`src/rtl/bubble_position_tracker_pkg.sv`:
```
// rtl/bubble_position_tracker_pkg.sv - shared types and constants for the bubble position tracker
//
// Purpose:
//   Holds the items shared by the tracker top and its edge-detect helper:
//   - the fetch FSM state encoding
//   - the default minor-loop length and position width
//   - the read address width rule: one page_select bit above the position bits
// Ports: none (package).

package bubble_position_tracker_pkg;

  // Bubble positions per minor loop on the MB14506-driven device.
  localparam int unsigned LOOP_LENGTH_DEFAULT = 2053;

  // Position/page register width. 2^12 = 4096 covers 0..2052.
  localparam int unsigned POS_WIDTH_DEFAULT = 12;

  // Width of one word returned by the page buffer.
  localparam int unsigned DATA_WIDTH_DEFAULT = 1;

  // Fetch FSM: idle until a data-output-clock edge, then hold the request
  // until the page buffer acknowledges it.
  typedef enum logic {
    ST_IDLE  = 1'b0,
    ST_FETCH = 1'b1
  } fetch_state_t;

  // The read address is {page_select, position}, so it is one bit wider
  // than the position.
  function automatic int unsigned addr_width(input int unsigned pos_width);
    return pos_width + 1;
  endfunction

endpackage

```
`src/rtl/bubble_position_tracker_edge_sync.sv`:
```
// rtl/bubble_position_tracker_edge_sync.sv - one-stage input register with rising-edge detect
//
// Purpose:
//   Registers one timing-generator output once, so that glitches from the
//   generator's combinational decode never reach the tracker logic. It also
//   flags a rising edge of the registered value.
// Ports:
//   master_clock  in   system clock; all logic on its rising edge
//   reset         in   synchronous, active-high; clears both history stages
//   sig           in   raw timing-generator signal
//   level         out  registered copy of sig (one cycle of latency)
//   rise          out  level is 1 this cycle and was 0 the cycle before

module bubble_position_tracker_edge_sync
  import bubble_position_tracker_pkg::*;
(
  input  logic master_clock,
  input  logic reset,
  input  logic sig,
  output logic level,
  output logic rise
);

  logic sig_q;
  logic sig_prev_q;

  always_ff @(posedge master_clock) begin
    if (reset) begin
      sig_q      <= 1'b0;
      sig_prev_q <= 1'b0;
    end else begin
      sig_q      <= sig;
      sig_prev_q <= sig_q;
    end
  end

  assign level = sig_q;
  assign rise  = sig_q & ~sig_prev_q;

endmodule

```
`src/rtl/bubble_position_tracker.sv`:
```
// rtl/bubble_position_tracker.sv - minor-loop position tracker and page-buffer fetch engine
//
// Purpose:
//   Sits downstream of the MB14506 timing generator model.
//   - Tracks the bubble position within a minor loop.
//   - Latches the bootloop page on position_latch.
//   - Issues one handshaked page-buffer read per data-output-clock edge.
// Ports:
//   master_clock              in   48 MHz system clock
//   reset                     in   synchronous, active-high reset
//   position_change           in   rise = bubble advanced one position
//   position_latch            in   rise = capture current position as page
//   page_select               in   1 = bootloop page space
//   bubble_access             in   high while the coils run
//   bubble_data_output_clock  in   rise = fetch request
//   read_ack                  in   page buffer accepts; read_data valid now
//   read_data                 in   page buffer data
//   current_position          out  tracked position, 0..LOOP_LENGTH-1
//   latched_page              out  position captured at last latch edge
//   page_valid                out  a page has been latched since reset
//   read_request              out  fetch pending
//   read_address              out  {page_select, position}, held during fetch
//   data_out                  out  last fetched word
//   data_valid                out  one-cycle pulse when data_out updates
//   overrun                   out  sticky; trigger arrived during a fetch

module bubble_position_tracker
  import bubble_position_tracker_pkg::*;
#(
  parameter int unsigned LOOP_LENGTH = LOOP_LENGTH_DEFAULT,
  parameter int unsigned POS_WIDTH   = POS_WIDTH_DEFAULT,
  parameter int unsigned DATA_WIDTH  = DATA_WIDTH_DEFAULT
) (
  input  logic                             master_clock,
  input  logic                             reset,
  input  logic                             position_change,
  input  logic                             position_latch,
  input  logic                             page_select,
  input  logic                             bubble_access,
  input  logic                             bubble_data_output_clock,
  input  logic                             read_ack,
  input  logic [DATA_WIDTH-1:0]            read_data,
  output logic [POS_WIDTH-1:0]             current_position,
  output logic [POS_WIDTH-1:0]             latched_page,
  output logic                             page_valid,
  output logic                             read_request,
  output logic [addr_width(POS_WIDTH)-1:0] read_address,
  output logic [DATA_WIDTH-1:0]            data_out,
  output logic                             data_valid,
  output logic                             overrun
);

  localparam logic [POS_WIDTH-1:0] LAST_POS = POS_WIDTH'(LOOP_LENGTH - 1);

  // Registered timing inputs
  logic pc_level,   pc_rise;
  logic pl_level,   pl_rise;
  logic ps_level,   ps_rise;
  logic ba_level,   ba_rise;
  logic dclk_level, dclk_rise;

  bubble_position_tracker_edge_sync u_sync_position_change (
    .master_clock (master_clock),
    .reset        (reset),
    .sig          (position_change),
    .level        (pc_level),
    .rise         (pc_rise)
  );

  bubble_position_tracker_edge_sync u_sync_position_latch (
    .master_clock (master_clock),
    .reset        (reset),
    .sig          (position_latch),
    .level        (pl_level),
    .rise         (pl_rise)
  );

  bubble_position_tracker_edge_sync u_sync_page_select (
    .master_clock (master_clock),
    .reset        (reset),
    .sig          (page_select),
    .level        (ps_level),
    .rise         (ps_rise)
  );

  bubble_position_tracker_edge_sync u_sync_bubble_access (
    .master_clock (master_clock),
    .reset        (reset),
    .sig          (bubble_access),
    .level        (ba_level),
    .rise         (ba_rise)
  );

  bubble_position_tracker_edge_sync u_sync_data_clock (
    .master_clock (master_clock),
    .reset        (reset),
    .sig          (bubble_data_output_clock),
    .level        (dclk_level),
    .rise         (dclk_rise)
  );

  // Only page_select and bubble_access are used as levels; the other three
  // are used as edges. The leftovers are collected here on purpose.
  logic unused_sync_outputs;
  assign unused_sync_outputs = pc_level ^ pl_level ^ ps_rise ^ ba_rise ^ dclk_level;

  // Position counter

  logic                 advance;
  logic [POS_WIDTH-1:0] pos_q;
  logic [POS_WIDTH-1:0] pos_next;

  // Coil motion only counts while the coils are driven. The position is
  // held, not cleared, across a stop and restart.
  assign advance = pc_rise & ba_level;

  always_comb begin
    pos_next = pos_q;
    if (advance) begin
      if (pos_q == LAST_POS) begin
        pos_next = '0;
      end else begin
        pos_next = pos_q + POS_WIDTH'(1);
      end
    end
  end

  always_ff @(posedge master_clock) begin
    if (reset) begin
      pos_q <= '0;
    end else begin
      pos_q <= pos_next;
    end
  end

  assign current_position = pos_q;

  // Page latch

  logic [POS_WIDTH-1:0] page_q;
  logic                 page_valid_q;

  // The latch captures pos_q, which is the value before any increment in
  // the same cycle.
  always_ff @(posedge master_clock) begin
    if (reset) begin
      page_q       <= '0;
      page_valid_q <= 1'b0;
    end else if (pl_rise) begin
      page_q       <= pos_q;
      page_valid_q <= 1'b1;
    end
  end

  assign latched_page = page_q;
  assign page_valid   = page_valid_q;

  // Fetch FSM

  fetch_state_t                     state_q;
  logic                             trigger;
  logic                             req_q;
  logic [addr_width(POS_WIDTH)-1:0] addr_q;
  logic [DATA_WIDTH-1:0]            data_q;
  logic                             data_valid_q;
  logic                             overrun_q;

  assign trigger = dclk_rise & ba_level;

  always_ff @(posedge master_clock) begin
    if (reset) begin
      state_q      <= ST_IDLE;
      req_q        <= 1'b0;
      addr_q       <= '0;
      data_q       <= '0;
      data_valid_q <= 1'b0;
      overrun_q    <= 1'b0;
    end else begin
      data_valid_q <= 1'b0;
      case (state_q)
        ST_IDLE: begin
          // The address uses the position after this cycle's increment, so a
          // data clock that coincides with an advance fetches the new bubble.
          if (trigger) begin
            state_q <= ST_FETCH;
            req_q   <= 1'b1;
            addr_q  <= {ps_level, pos_next};
          end
        end
        ST_FETCH: begin
          // A second trigger only flags the overrun. The pending address is
          // kept, and a drop of bubble_access does not abort the fetch.
          if (trigger) begin
            overrun_q <= 1'b1;
          end
          if (read_ack) begin
            state_q      <= ST_IDLE;
            req_q        <= 1'b0;
            data_q       <= read_data;
            data_valid_q <= 1'b1;
          end
        end
        default: begin
          state_q <= ST_IDLE;
          req_q   <= 1'b0;
        end
      endcase
    end
  end

  // The request is gated by reset so that it drops during the reset cycle.
  // The page buffer must never see a request from a fetch that is being
  // cancelled.
  assign read_request = req_q & ~reset;
  assign read_address = addr_q;
  assign data_out     = data_q;
  assign data_valid   = data_valid_q;
  assign overrun      = overrun_q;

endmodule

```
`config.mk`:
```
export PLATFORM = sky130hd
export DESIGN_NAME = bubble_position_tracker
export DESIGN_NICKNAME = d
export VERILOG_FILES = /design/src/rtl/bubble_position_tracker_pkg.sv /design/src/rtl/bubble_position_tracker_edge_sync.sv /design/src/rtl/bubble_position_tracker.sv
export SDC_FILE = /design/constraint.sdc
export NUM_CORES = 1
export LEC_CHECK = 0
export ABC_AREA = 0
export CORE_ASPECT_RATIO = 1.5
export CORE_MARGIN = 2
export CORE_UTILIZATION = 43
export DETAILED_ROUTE_END_ITERATION = 16
export PLACE_DENSITY = 0.73
export SLEW_MARGIN = 15
export SYNTH_ARGS = -nofsm -noshare
export SYNTH_HDL_FRONTEND = slang
export SYNTH_SLANG_ARGS = --single-unit
export TNS_END_PERCENT = 50
```
`constraint.sdc`:
```
create_clock -name master_clock -period 1.5 [get_ports master_clock]
set_input_delay 0.225 -clock master_clock [delete_from_list [all_inputs] [get_ports master_clock]]
set_output_delay 0.225 -clock master_clock [all_outputs]
set_load 0.01 [all_outputs]
```
==> impl_metrics.py <==
metrics = {
    "route": {
        "first_pass_iters": 4,
        "wl_per_cell_microns": 13.54,
        "totalWireLength_microns": 4307,
        "antenna_left": 0,
        "viasPerCell": 5.217,
        "drc_errors": 0,
        "num_vias": 1659,
        "initialDrtViolationCount": 44,
    },
    "setup_path": {
        "worst-r2r-cell-count": 5,
        "rrSetupSlack_ns": 0.08,
        "crit_slowest_cell": "clkdlybuf4s50_1",
        "cp-end-kind": "output pin",
        "worstSetupPathType": "register to output pin",
        "start_kind": "register",
        "crit_required_ns": 1.27,
        "crit_arrival_ns": 1.23,
        "r2r_start": "current_position[0]",
        "cp_cell_sequence": "clkdlybuf4s50_1",
        "cp_num_buf_inv": 1,
        "critPathMaxStageDelay_ns": 0.54,
        "crit_family": "buffers and inverters",
        "path_max_fanout": 7,
        "r2r_end": "read_address[8]",
    },
    "cts": {
        "clk_latency_ns": 0.29,
        "clock_sink_count": 51,
        "clk_path_buf_depth": 2,
        "root_buffer": "clkbuf_8",
        "numCtsBuffers": 5,
        "cts_tree": "built",
        "path_clk_slew_ns": 0.08,
        "htree_levels": 2,
        "cts-hold-fix-buffers": 0,
    },
    "placed_design": {
        "gp_congestion": 0.8145,
        "numPortBuffers": 50,
        "place_inst": 311,
        "hpwl_microns": 3111,
    },
    "logic_synthesis": {
        "ys_ff_latch": 51,
        "postSynthCellCount": 212,
        "ys_seq_area_share_pct": 51.91,
        "yosysWarnings": 0,
        "synth.distinct_cells": 40,
        "synth_nets": 223,
        "synth_area_sq_um": 1967,
        "avgSynthCellArea_sq_um": 9.278,
    },
    "min_path": {
        "worst_hold_path.endpoint": "read_address[12]",
        "hp-class": "register to register",
        "worstHoldStart": "u_sync_page_select.level",
        "whs_path_depth": 2,
    },
    "power": {
        "powerDensity_nw_per_um2": 812.0,
        "peakVddDrop_uv": 618.2,
        "p_leak_nw": 1.109,
    },
    "global_route": {
        "track_usage_pct": 17.33,
        "antenna_found_initial": 0,
        "grt_pass1_wl_microns": 6727,
        "grt_pass1_vias": 1488,
        "grt_max_degree": 23,
        "grt_overflow": 0,
    },
    "floorplanning": {
        "fp.dieArea_sq_um": 5142,
        "core_sq_um": 4467,
        "rows": 30,
        "boundaryPins": 51,
        "initial_utilization_pct": 44.03,
        "die_height_microns": 86.83,
        "chipWidth_microns": 59.22,
    },
    "finish": {
        "nFillCells": 385,
        "diodes": 0,
        "drive_gt1_share_pct": 18.15,
        "fin_nets": 282,
        "area_growth_pct": 39.69,
        "multi_input_area_sq_um": 937.1,
        "final_cells": 318,
        "final-seq-area_sq_um": 1041,
        "fin_util_pct": 61.51,
    },
    "timing": {
        "hold_viol_final": 0,
        "timing.hold.ws_ns": 0.4448,
        "setup_tns_ns": 0,
        "rsz0062_at_grt": "false",
        "worst_pin_slew_ns": 0.4696,
        "clock_skew_ns": 0.002231,
        "slew-limit-headroom_pct": 68.70,
        "fin_crit_ns": 1.457,
        "fin_crit_sh_pct": 97.13,
        "slew_violations": 0,
        "fmax_mhz": 686.3,
        "finalSetupViolations": 0,
    },
    "outcome": {
        "status": "complete, no violations",
    },
    "flow_run": {
        "cap_violations": 0,
    },
}
tightest hold or removal path: cells and delay by family (launching register included):
family	cells	cell delay (ns)
AND/OR/NAND/NOR	1	0.05
AO/OA/AOI/OAI	1	0.05
flip-flops	1	0.31
worst max-delay path by stage:
stage / from / end / slack (ns) / cells after the start
5_1_grt: current_position[5] / current_position[5] / 0.007 / 1
3_3_place_gp: reset / read_request / -0.12 / 3
4_1_cts: current_position[5] / current_position[5] / 0.003 / 1
3_5_place_dp: reset / read_request / -0.12 / 3
6_report: current_position[5] / current_position[5] / 0.04 / 1
2_1_floorplan: current_position[0] / read_address[8] / 0.03 / 6
per-layer routing:
metal / track usage, % / routed length [microns]
met3: 3.582 / 139
met1: 20.75 / 1774
met2: 28.97 / 2300
met4: 8.058 / 93
met5: 0 / 0
placed cells by master, fill, tap and decap left out, types with 2 or more instances in the layout:
master / instances
a21oi_1: 17
nor2b_1: 10
nor2_1: 27
nand2_1: 32
o21ai_1: 4
dfxtp_1: 43
and3_1: 2
dfxtp_2: 4
a211oi_2: 2
clkdlybuf4s50_1: 38
dfxtp_4: 4
clkbuf_8: 5
xnor2_1: 6
nand2b_1: 2
dlygate4sd2_1: 7
xor2_1: 4
inv_2: 2
nand3b_1: 5
buf_4: 14
nand3_1: 3
a211oi_1: 4
dlymetal6s2s_1: 5
nor3_1: 2
nand4_1: 3
nor4_2: 2
nand3_2: 2
flip-flops by register name (all words and copies together) (netlist names):
register and flops:
u_sync_position_change.level 1, u_sync_position_change.sig_prev_q 1, current_position 12, u_sync_data_clock.level 1
u_sync_bubble_access.level 1, u_sync_position_latch.level 1, u_sync_page_select.level 1, data_out 1
latched_page 12, u_sync_data_clock.sig_prev_q 1, u_sync_position_latch.sig_prev_q 1, page_valid 1
state_q 1, read_address 13, data_valid 1, overrun 1
req_q 1
cell usage after synthesis:
cell / count / share of area [%]
nor3_1: 2 / 0.51
nor3b_1: 1 / 0.38
inv_1: 2 / 0.38
buf_2: 3 / 0.76
and3_1: 2 / 0.64
a41o_2: 1 / 0.57
nand3b_4: 1 / 1.0
a211oi_2: 1 / 0.64
nand4_2: 1 / 0.64
buf_4: 1 / 0.38
and4_1: 1 / 0.45
nand4_1: 3 / 0.95
o21ai_1: 4 / 1.0
nand3_2: 1 / 0.51
xor2_1: 4 / 1.8
nor2b_1: 10 / 3.2
nor4_2: 2 / 1.3
and4b_1: 1 / 0.51
a21o_1: 1 / 0.38
nor3_2: 1 / 0.51
nand3b_1: 5 / 1.9
nor4bb_1: 1 / 0.51
nand2b_4: 1 / 0.70
nor2_1: 27 / 5.2
a21oi_1: 18 / 4.6
ha_1: 2 / 1.3
xnor2_1: 6 / 2.7
clkbuf_1: 8 / 1.5
a211oi_1: 5 / 1.9
or3_1: 1 / 0.32
dfxtp_1: 51 / 52
a31oi_1: 1 / 0.32
nor4b_2: 1 / 0.76
nand3_1: 4 / 1.0
nor3_4: 1 / 0.83
buf_6: 1 / 0.57
nand2_1: 32 / 6.1
o31ai_1: 1 / 0.38
nand2b_1: 2 / 0.64
and3b_1: 1 / 0.45
kinds of logic after synthesis:
family,synth area share [%]
simple gates,28.94
flops,51.91
compound gates,9.797
buf+inv,3.626
xor+xnor,4.453
fa+ha+maj,1.272
where the power goes:
part	internal, mW	switching [mW]
Clock	0.312	0.395
Sequential	1.37	0.0153
Combinational	0.0727	0.0697
Total	1.75	0.480
repair_timing:
item | in CTS | in global routing
pin swaps | 2 | 2
setup buffers | 0 | 1
hold endpoints to repair | 0 | 0
resized for setup | 19 | 18
setup endpoints to repair | 22 | 22
metrics by stage:
stage / power [mW] / worst slack [ns] / instance area (sq um)
floorplan: 1.490 / 0.03000 / 1967
global placement: 1.557 / -0.1178 / 2581
detailed placement: 1.559 / -0.1190 / 2581
CTS: 2.243 / 0.002932 / 2673
global route: 2.317 / 0.006834 / 2748
finish: 2.231 / 0.04298 / 2748
cell type report:
class	instances	share of cell area (%)
flip-flops and latches	51	37.89
repair buffers	65	22.91
well taps	48	2.186
multi-input cells	146	34.11
clock buffers	6	2.641
inverters	2	0.2732
No activity file was read; power rests on OpenSTA's default activity.
